--- src/rtl/branch_ctrl.sv ---
// Conditional-branch sequencer: accepts one branch from decode, collects operands,
// drives the comparator for one cycle and issues flush + PC redirect when taken.
module branch_ctrl #(
    parameter int unsigned MAX_WAIT = 8,
    parameter int unsigned CNT_W    = 16
) (
    input  logic             clk,
    input  logic             reset,
    input  logic             kill,
    input  logic             br_valid,
    output logic             br_ready,
    input  logic [2:0]       br_op,
    input  logic [31:0]      br_pc4,
    input  logic [15:0]      br_off,
    input  logic             rs_ready,
    input  logic             rt_ready,
    input  logic [31:0]      rs_val,
    input  logic [31:0]      rt_val,
    output logic [2:0]       cmp_op,
    output logic [31:0]      cmp_rs,
    output logic [31:0]      cmp_rt,
    input  logic             cmp_taken,
    output logic             stall,
    output logic             flush,
    output logic             redirect_valid,
    output logic [31:0]      redirect_pc,
    output logic             illegal_op,
    output logic             timeout,
    output logic [CNT_W-1:0] branch_count,
    output logic [CNT_W-1:0] taken_count
);

    typedef enum logic [1:0] {IDLE, WAIT_OPS, RESOLVE, REDIRECT} state_t;

    localparam logic [7:0] WAIT_LIMIT = 8'(MAX_WAIT - 1);

    state_t      state, state_d;
    logic [2:0]  op_q;
    logic [31:0] pc4_q;
    logic [15:0] off_q;
    logic [31:0] rs_q, rt_q;
    logic        rs_have, rt_have;
    logic [7:0]  wait_cnt;
    logic        illegal_q, timeout_q;
    logic [CNT_W-1:0] branch_q, taken_q;

    logic accept, illegal_d, timeout_d, inc_branch, inc_taken;
    logic op_legal, rt_skip, rs_have_nxt, rt_have_nxt;

    assign op_legal    = br_op inside {3'b001, 3'b010, 3'b011, 3'b100};
    assign rt_skip     = (br_op == 3'b011) || (br_op == 3'b100);
    assign rs_have_nxt = rs_have | rs_ready;
    // rt_have is preset for single-operand ops, so this is true for them
    assign rt_have_nxt = rt_have | rt_ready;

    always_ff @(posedge clk) begin
        if (reset) state <= IDLE;
        else       state <= state_d;
    end

    always_comb begin
        state_d    = state;
        accept     = 1'b0;
        illegal_d  = 1'b0;
        timeout_d  = 1'b0;
        inc_branch = 1'b0;
        inc_taken  = 1'b0;
        if (kill) begin
            state_d = IDLE;
        end else begin
            case (state)
                IDLE: begin
                    if (br_valid) begin
                        accept = 1'b1;
                        if (!op_legal)
                            illegal_d = 1'b1;
                        else if (rs_ready && (rt_ready || rt_skip))
                            state_d = RESOLVE;
                        else
                            state_d = WAIT_OPS;
                    end
                end
                WAIT_OPS: begin
                    if (rs_have_nxt && rt_have_nxt) begin
                        state_d = RESOLVE;
                    end else if (wait_cnt == WAIT_LIMIT) begin
                        timeout_d = 1'b1;
                        state_d   = IDLE;
                    end
                end
                RESOLVE: begin
                    inc_branch = 1'b1;
                    if (cmp_taken) begin
                        inc_taken = 1'b1;
                        state_d   = REDIRECT;
                    end else begin
                        state_d = IDLE;
                    end
                end
                REDIRECT: state_d = IDLE;
                default:  state_d = IDLE;
            endcase
        end
    end

    always_ff @(posedge clk) begin
        if (reset) begin
            op_q      <= '0;
            pc4_q     <= '0;
            off_q     <= '0;
            rs_q      <= '0;
            rt_q      <= '0;
            rs_have   <= 1'b0;
            rt_have   <= 1'b0;
            wait_cnt  <= '0;
            illegal_q <= 1'b0;
            timeout_q <= 1'b0;
            branch_q  <= '0;
            taken_q   <= '0;
        end else begin
            illegal_q <= illegal_d;
            timeout_q <= timeout_d;
            if (inc_branch) branch_q <= branch_q + 1'b1;
            if (inc_taken)  taken_q  <= taken_q + 1'b1;
            if (accept) begin
                op_q     <= br_op;
                pc4_q    <= br_pc4;
                off_q    <= br_off;
                rs_have  <= rs_ready;
                rs_q     <= rs_ready ? rs_val : '0;
                rt_have  <= rt_ready || rt_skip;
                rt_q     <= (rt_ready && !rt_skip) ? rt_val : '0;
                wait_cnt <= '0;
            end else if (state == WAIT_OPS) begin
                if (!rs_have && rs_ready) begin
                    rs_have <= 1'b1;
                    rs_q    <= rs_val;
                end
                if (!rt_have && rt_ready) begin
                    rt_have <= 1'b1;
                    rt_q    <= rt_val;
                end
                wait_cnt <= wait_cnt + 1'b1;
            end
        end
    end

    assign br_ready       = (state == IDLE);
    assign stall          = (state != IDLE);
    assign cmp_op         = (state == RESOLVE) ? op_q : '0;
    assign cmp_rs         = (state == RESOLVE) ? rs_q : '0;
    assign cmp_rt         = (state == RESOLVE) ? rt_q : '0;
    assign flush          = (state == REDIRECT);
    assign redirect_valid = (state == REDIRECT);
    assign redirect_pc    = (state == REDIRECT) ? pc4_q + {{14{off_q[15]}}, off_q, 2'b00} : '0;
    assign illegal_op     = illegal_q;
    assign timeout        = timeout_q;
    assign branch_count   = branch_q;
    assign taken_count    = taken_q;

endmodule

--- config.mk ---
export PLATFORM = sky130hd
export DESIGN_NAME = branch_ctrl
export DESIGN_NICKNAME = d
export VERILOG_FILES = /design/src/rtl/branch_ctrl.sv
export SDC_FILE = /design/constraint.sdc
export NUM_CORES = 1
export LEC_CHECK = 0
export ABC_AREA = 1
export BUFFER_PORTS_ARGS = -buffer_cell sky130_fd_sc_hd__buf_2
export CAP_MARGIN = 20
export CELL_PAD_IN_SITES_DETAIL_PLACEMENT = 1
export CELL_PAD_IN_SITES_GLOBAL_PLACEMENT = 1
export CORE_AREA = 3 3 172 174
export CTS_CLUSTER_SIZE = 20
export DETAILED_ROUTE_END_ITERATION = 8
export DIE_AREA = 0 0 175 177
export PLACE_DENSITY_LB_ADDON = 0.2
export RECOVER_POWER = 25
export SYNTH_ARGS = -nofsm -noshare
export SYNTH_HDL_FRONTEND = slang
export SYNTH_SLANG_ARGS = --single-unit
--- constraint.sdc ---
create_clock -name clk -period 1.85 [get_ports clk]
set_input_delay 0.37 -clock clk [delete_from_list [all_inputs] [get_ports clk]]
set_output_delay 0.37 -clock clk [all_outputs]
set_load 0.02 [all_outputs]
==> results of run 1 <==
==> power groups by stage <==
stage          logic [mW]  registers (mW)  clock network, mW
3_3_place_gp         1.09            3.81                  0
5_1_grt              1.67            3.77               3.90
2_1_floorplan       0.630            3.80                  0
4_1_cts              1.36            3.75               3.72
3_5_place_dp         1.12            3.82                  0
6_report             1.53            3.75               3.65
==> worst register-to-register path: stages (launching register included) <==
cell and delay [ns]:
dfxtp_1 0.38, clkbuf_1 0.18, buf_6 0.14, nand2_1 0.30
o31ai_4 0.41, buf_12 0.18, buf_12 0.13, o21ai_0 0.11
a21oi_1 0.20
==> cell usage after synthesis, types with 3 or more instances <==
cell,number
ha_1,32
nand3_1,53
o21ai_0,108
nor3_1,17
and2_1,3
o32ai_1,32
a21oi_1,101
o21bai_1,4
o22ai_1,4
buf_2,12
nand4_1,8
nor2_2,5
o21ai_1,3
nor2_1,170
nand2_2,3
dfxtp_1,161
xnor2_1,6
inv_1,322
nor2_4,3
o21a_1,3
nand2_1,308
clkbuf_1,28
inv_2,3
==> logic make-up after synthesis <==
| family | share of synthesized area [%] |
|---|---|
| adder cells (fa/ha/maj) | 4.68 |
| flip-flops | 35.9 |
| XOR/XNOR | 0.682 |
| AND/OR/NAND/NOR | 26.4 |
| AO/OA/AOI/OAI | 16.7 |
| buffers and inverters | 15.7 |
==> routing by layer <==
| layer | track usage, % | share of wire, % | vias to the layer above |
|---|---|---|---|
| met5 | 0 | 0.021 | - |
| met4 | 4.82 | 2.0 | 2 |
| met3 | 4.80 | 4.6 | 52 |
| met2 | 42.3 | 54 | 239 |
| met1 | 25.3 | 40 | 4969 |
| li1 | - | - | 5112 |
==> area by class of cell <==
class	count	area [sq um]	share of cell area, %
multi-input combinational	881	6340	41.9
timing repair buffer	389	3220	21.3
inverter	325	1230	8.15
sequential	161	3260	21.5
tap	378	473	3.12
antenna	3	7.51	0.0496
clock buffer	18	439	2.90
clock inverter	14	169	1.12
==> per-stage QoR <==
stage / hold slack [ns] / instances / power, mW / util (%) / area, sq um
after floorplan: 0.430 / 1411 / 4.43 / - / 9430
after global placement: 0.438 / 2085 / 4.90 / 42.0 / 11700
after detailed placement: 0.459 / 2085 / 4.94 / 42.0 / 11700
after CTS: 0.150 / 2150 / 8.83 / 50.4 / 14100
after global routing: 0.153 / 2167 / 9.34 / 54.2 / 15100
final: 0.165 / 2169 / 8.94 / 54.2 / 15100
==> sequential cells by signal (all words and copies together) (netlist names) <==
name and cells:
rs_have 1, illegal_op 1, branch_count 16, taken_count 16, state 2, rt_q 32, rs_q 32, pc4_q 32
rt_have 1, timeout 1, wait_cnt 8, off_q 16, op_q 3
==> what timing repair did <==
item,4_1_cts,5_1_grt
setup endpoints to repair,98,145
gates resized for setup,391,281
pin swaps,70,63
gates cloned,5,4
setup buffers,30,16
hold buffers,0,0
==> worst min path at each step <==
stage	startpoint	to	slack, ns	cells past startpoint
after floorplan	pc4_q[0]	pc4_q[0]	0.43	2
after global placement	pc4_q[1]	pc4_q[1]	0.44	2
after detailed placement	pc4_q[9]	pc4_q[9]	0.46	2
after CTS	rt_val[6]	rt_q[6]	0.15	3
after global routing	rt_val[28]	rt_q[28]	0.15	3
final	rt_val[31]	rt_q[31]	0.16	3
==> impl_metrics.tcl, run 1 <==
set metrics [dict create \
    drt-pass1-iter-count 4 \
    cp_top_family "simple AND/OR/NAND/NOR gates" \
    final_layout_size_suffix_gt1_share_pct 43.0 \
    yosysUniqueCellTypes 39 \
    synthFlopType "dfxtp_1" \
    cp_slowest_cell "dfxtp_4" \
    fin_ws_ns -0.906 \
    wl_um 37800 \
    power_switching_share_pct 31.1 \
    violations "negative setup slack" \
    row_count 61 \
    grt_pass1_vias 10900 \
    rr_startpoint "state[0]" \
    die_w_um 175 \
    mostFrequentLayoutCells "299 x inv_1, 210 x nand2_1, 132 x dfxtp_1, 129 x buf_2, 110 x buf_6" \
    grt_pass1_wl_um 55600 \
    initial_core_util_pct 32.2 \
    crit_path_start_kind "register" \
    slew_headroom_pct 65.2 \
    netlist.area_leader.share_pct 35.9 \
    core_area_sq_um 27900 \
    rrSetupSlack_ns -0.24 \
    synth.avg_cell_area_sq_um 6.37 \
    nets 1930 \
    syn-num-nets 1566 \
    grt-ovfl-total 0 \
    vias 10400 \
    routed_via_density 4.78 \
    setup_viol 176 \
    p_int_mw 6.15 \
    first_iter_violations 404 \
    seqPwrFrac_pct 42.0 \
    critPathArrivalTime_ns 2.39 \
    cts_inserted_buffers 17 \
    power.density_nw_per_um2 590 \
    drc 0 \
    worst_pin_slew_ns 0.517 \
    power_frac_clock_pct 40.9 \
    dpl_worst_slack_ns -0.508 \
    cts_tree "done" \
    power_leakage_nw 6.90 \
    dieHeight_um 177 \
    ir_drop_uv 683 \
    finalCritPeriodShare_pct 149 \
    area_growth_pct 68.6 \
    switchingPower_mw 2.78 \
    fin_setup_tns_ns -52.42 \
    yosys.area.top_type "dfxtp_1" \
    clkTransAtPathRegs_ns 0.08 \
    combPwrFrac_pct 17.1 \
    detail-route-antenna-nets 0 \
    layout_commonest_cell "inv_1" \
    cp.depth 12 \
    path_class "reg2out" \
    grt_max_degree 50 \
    r2r_cells 8 \
    status "finished, violations left" \
    dieArea_sq_um 31000 \
    gp_congestion 0.838 \
    endpoint "redirect_pc[29]" \
    yosysSeqAreaShare_pct 35.9 \
    fmax_mhz 363 \
    hold_path_class "in2reg" \
    crit_chain "buf_12 > buf_6 > ha_4 > a21oi_4 > nor2_1 > nor2_1 > nand2_1 > a21oi_2 > nand3_2 > nand2_2 > nor2_4 > buf_6" \
    async_flop_share_pct 0 \
    critPathMaxFanout 6 \
    synth_edf_count 0 \
    ys_ff_latch 161 \
    critical_path_required_ns 1.48 \
    groute.usage.overall_pct 22.2 \
    cts_buffer_depth 2 \
    synth_area_leaders "dfxtp_1 36%, inv_1 13%, nand2_1 13%" \
    drv_cap 0 \
    synth.cell_area_sq_um 8990 \
    fin_crit_ns 2.76 \
    rsz0062_at_grt "true" \
    endpoint_kind "primary output" \
    slowest_delay_ns 0.37 \
    clock-root-buffer "clkbuf_16" \
    antenna_found_initial 2 \
    finalHoldViolCount 0 \
    post_drt_wl_per_cell_um 17.4 \
    cts_sinks 161 \
    fin_worst_skew_ns 0.0211 \
    slew_violations 0 \
    path_buf_inv 3 \
    clkLatencyLatePin_ns 0.43 \
    yosysWarnings 0 \
    r2r-end "rt_q[8]" \
    ioPinCount 259 \
    syn_inst 1411 \
    io_buffers 258 \
    cp-startpoint "off_q[15]" \
    cts.htree.levels 4 \
    n_fill_cell 3466 \
    dpl.hpwl_um 24700 \
]
No activity file was read; power rests on OpenSTA's default activity.
==> run 2: changes to the inputs <==
--- a/config.mk
+++ b/config.mk
@@ -16,6 +16,7 @@
 export DIE_AREA = 0 0 175 177
 export PLACE_DENSITY_LB_ADDON = 0.2
 export RECOVER_POWER = 25
+export REMOVE_ABC_BUFFERS = 1
 export SYNTH_ARGS = -nofsm -noshare
 export SYNTH_HDL_FRONTEND = slang
 export SYNTH_SLANG_ARGS = --single-unit
==> impl_metrics.tcl, run 2 (same netlist as run 1, synthesis figures left out) <==
set metrics [dict create \
    status "finished, violations left" \
    violations "negative setup slack" \
    p_int_mw 6.21 \
    row_count 61 \
    design_area_sq_um 15500 \
    cp_top_family "simple AND/OR/NAND/NOR gates" \
    routed_via_density 4.92 \
    critPathArrivalTime_ns 2.40 \
    slew_violations 0 \
    clkLatencyLatePin_ns 0.45 \
    post_drt_wl_per_cell_um 18.3 \
    groute.usage.overall_pct 22.7 \
    globalRouteMet1Util_pct 24.5 \
    met2_usage_pct 43.3 \
    layout_commonest_cell "inv_1" \
    cts_tree "done" \
    r2r-end "rt_q[1]" \
    detail-route-antenna-nets 0 \
    nets 1957 \
    fmax_mhz 361 \
    power_frac_clock_pct 40.6 \
    cp-startpoint "off_q[15]" \
    n_fill_cell 3420 \
    rr_startpoint "state[1]" \
    critPathMaxFanout 7 \
    power.density_nw_per_um2 584 \
    ir_drop_uv 548 \
    cts_buffer_depth 2 \
    die_w_um 175 \
    path_class "reg2out" \
    cp.depth 12 \
    final_util_pct 55.5 \
    drc 0 \
    regArea_sq_um 3270 \
    power_leakage_nw 7.14 \
    grt-busiest-layer "met2" \
    grt_use_met3_pct 5.62 \
    crit_path_start_kind "register" \
    gp_congestion 0.833 \
    largestRegisters "pc4_q (32), rs_q (32), rt_q (32)" \
    endpoint_kind "primary output" \
    drt-pass1-iter-count 4 \
    fin_worst_skew_ns 0.0230 \
    antenna_found_initial 4 \
    finalHoldViolCount 0 \
    postCtsHoldBufs 0 \
    mostFrequentLayoutCells "300 x inv_1, 208 x nand2_1, 132 x dfxtp_1, 125 x buf_2, 114 x buf_6" \
    switchingPower_mw 2.85 \
    endpoint "redirect_pc[25]" \
    wl_um 40100 \
    multi_input_area_sq_um 6440 \
    clock-root-buffer "clkbuf_16" \
    cp_slowest_cell "dfxtp_4" \
    worst_pin_slew_ns 0.606 \
    fin_crit_ns 2.77 \
    clkTransAtPathRegs_ns 0.09 \
    whs_ns 0.144 \
    r2r_cells 10 \
    finalCritPeriodShare_pct 150 \
    drv_cap 0 \
    vias 10800 \
    final_layout_size_suffix_gt1_share_pct 44.4 \
    fin_setup_tns_ns -67.87 \
    rsz0062_at_grt "true" \
    final-instance-count-excl-fill 2193 \
    slowest_delay_ns 0.42 \
    seqPwrFrac_pct 41.5 \
    combPwrFrac_pct 17.9 \
    initial_core_util_pct 32.2 \
    crit_chain "buf_12 > ha_4 > nand2_1 > nand2_1 > nand2_1 > nand2_1 > nor2_1 > nand3_1 > nand2_1 > inv_1 > nor2_1 > buf_4" \
    cts.htree.levels 4 \
    diodes 0 \
    ioPinCount 259 \
    power_switching_share_pct 31.5 \
    dpl-instance-area_sq_um 11300 \
    grt_max_degree 65 \
    placed_cells 2093 \
    io_buffers 258 \
    dieArea_sq_um 31000 \
    dieHeight_um 177 \
    first_iter_violations 462 \
    rrSetupSlack_ns -0.42 \
    grt_pass1_vias 11100 \
    grt_pass1_wl_um 56600 \
    grt-ovfl-total 0 \
    path_common_cell "nand2_1" \
    cts_sinks 161 \
    path_buf_inv 3 \
    core_area_sq_um 27900 \
    area_growth_pct 72.5 \
    cts_inserted_buffers 17 \
    fin_ws_ns -0.917 \
    setup_viol 231 \
    dpl.hpwl_um 23400 \
    slew_headroom_pct 59.4 \
    critical_path_required_ns 1.48 \
    hold_path_class "in2reg" \
    min_from "rt_val[5]" \
]
run 2: changes by cell type in the layout (fill, tap and decap cells not counted), sizes merged:
cell      delta
clkinv       -3
nand2        +1
inv          +5
diode        -3
clkbuf       +2
clkinvlp     -2
buf         +24
run 2: power groups by stage:
stage	sequential [mW]	combinational [mW]	clock (mW)
final	3.76	1.63	3.68
after global routing	3.77	1.77	3.92
after CTS	3.74	1.35	3.77
after detailed placement	3.80	1.04	0
after global placement	3.80	1.01	0
after floorplan	3.78	0.535	0
run 2: area by class of cell:
cell class | instances | area share [%]
timing repair buffer | 415 | 22.4
multi-input combinational | 882 | 41.5
tap | 378 | 3.05
sequential | 161 | 21.1
clock buffer | 18 | 2.83
clock inverter | 14 | 1.07
inverter | 325 | 8.00
run 2: what timing repair did:
item | CTS | global route
buffers inserted | 29 | 37
gates cloned | 10 | 8
pin swaps | 53 | 127
resized for setup | 507 | 294
endpoints found under the setup margin | 101 | 193
run 2: metrics by stage:
| stage | total power [mW] | worst slack, ns |
|---|---|---|
| 2_1_floorplan | 4.31 | -0.514 |
| 3_3_place_gp | 4.81 | -0.679 |
| 3_5_place_dp | 4.84 | -0.728 |
| 4_1_cts | 8.87 | -0.805 |
| 5_1_grt | 9.46 | -1.02 |
| 6_report | 9.06 | -0.917 |
run 2: worst reg2reg max path: stages, from the launching register on:
cell       delay (ns)
dfxtp_4          0.34
clkbuf_2         0.21
buf_6            0.17
nor2_1           0.47
nand3_4          0.18
nand2_2          0.16
buf_8            0.14
o31ai_4          0.11
clkbuf_16        0.19
o21ai_1          0.09
a21oi_1          0.08
run 2: routing by layer:
metal / vias to the layer above / part of all wire [%] / wire length, um
met2: 292 / 53 / 21300
met1: 5215 / 38 / 15100
met4: 8 / 3.5 / 1420
met5: - / 0.10 / 42
li1: 5169 / - / -
met3: 98 / 5.5 / 2200
run 2: worst min path at each step:
stage / endpoint / depth (start not counted)
floorplan: pc4_q[0] / 2
global route: rt_q[31] / 3
global placement: pc4_q[0] / 2
CTS: rt_q[24] / 3
detailed placement: pc4_q[1] / 2
finish: rt_q[5] / 3
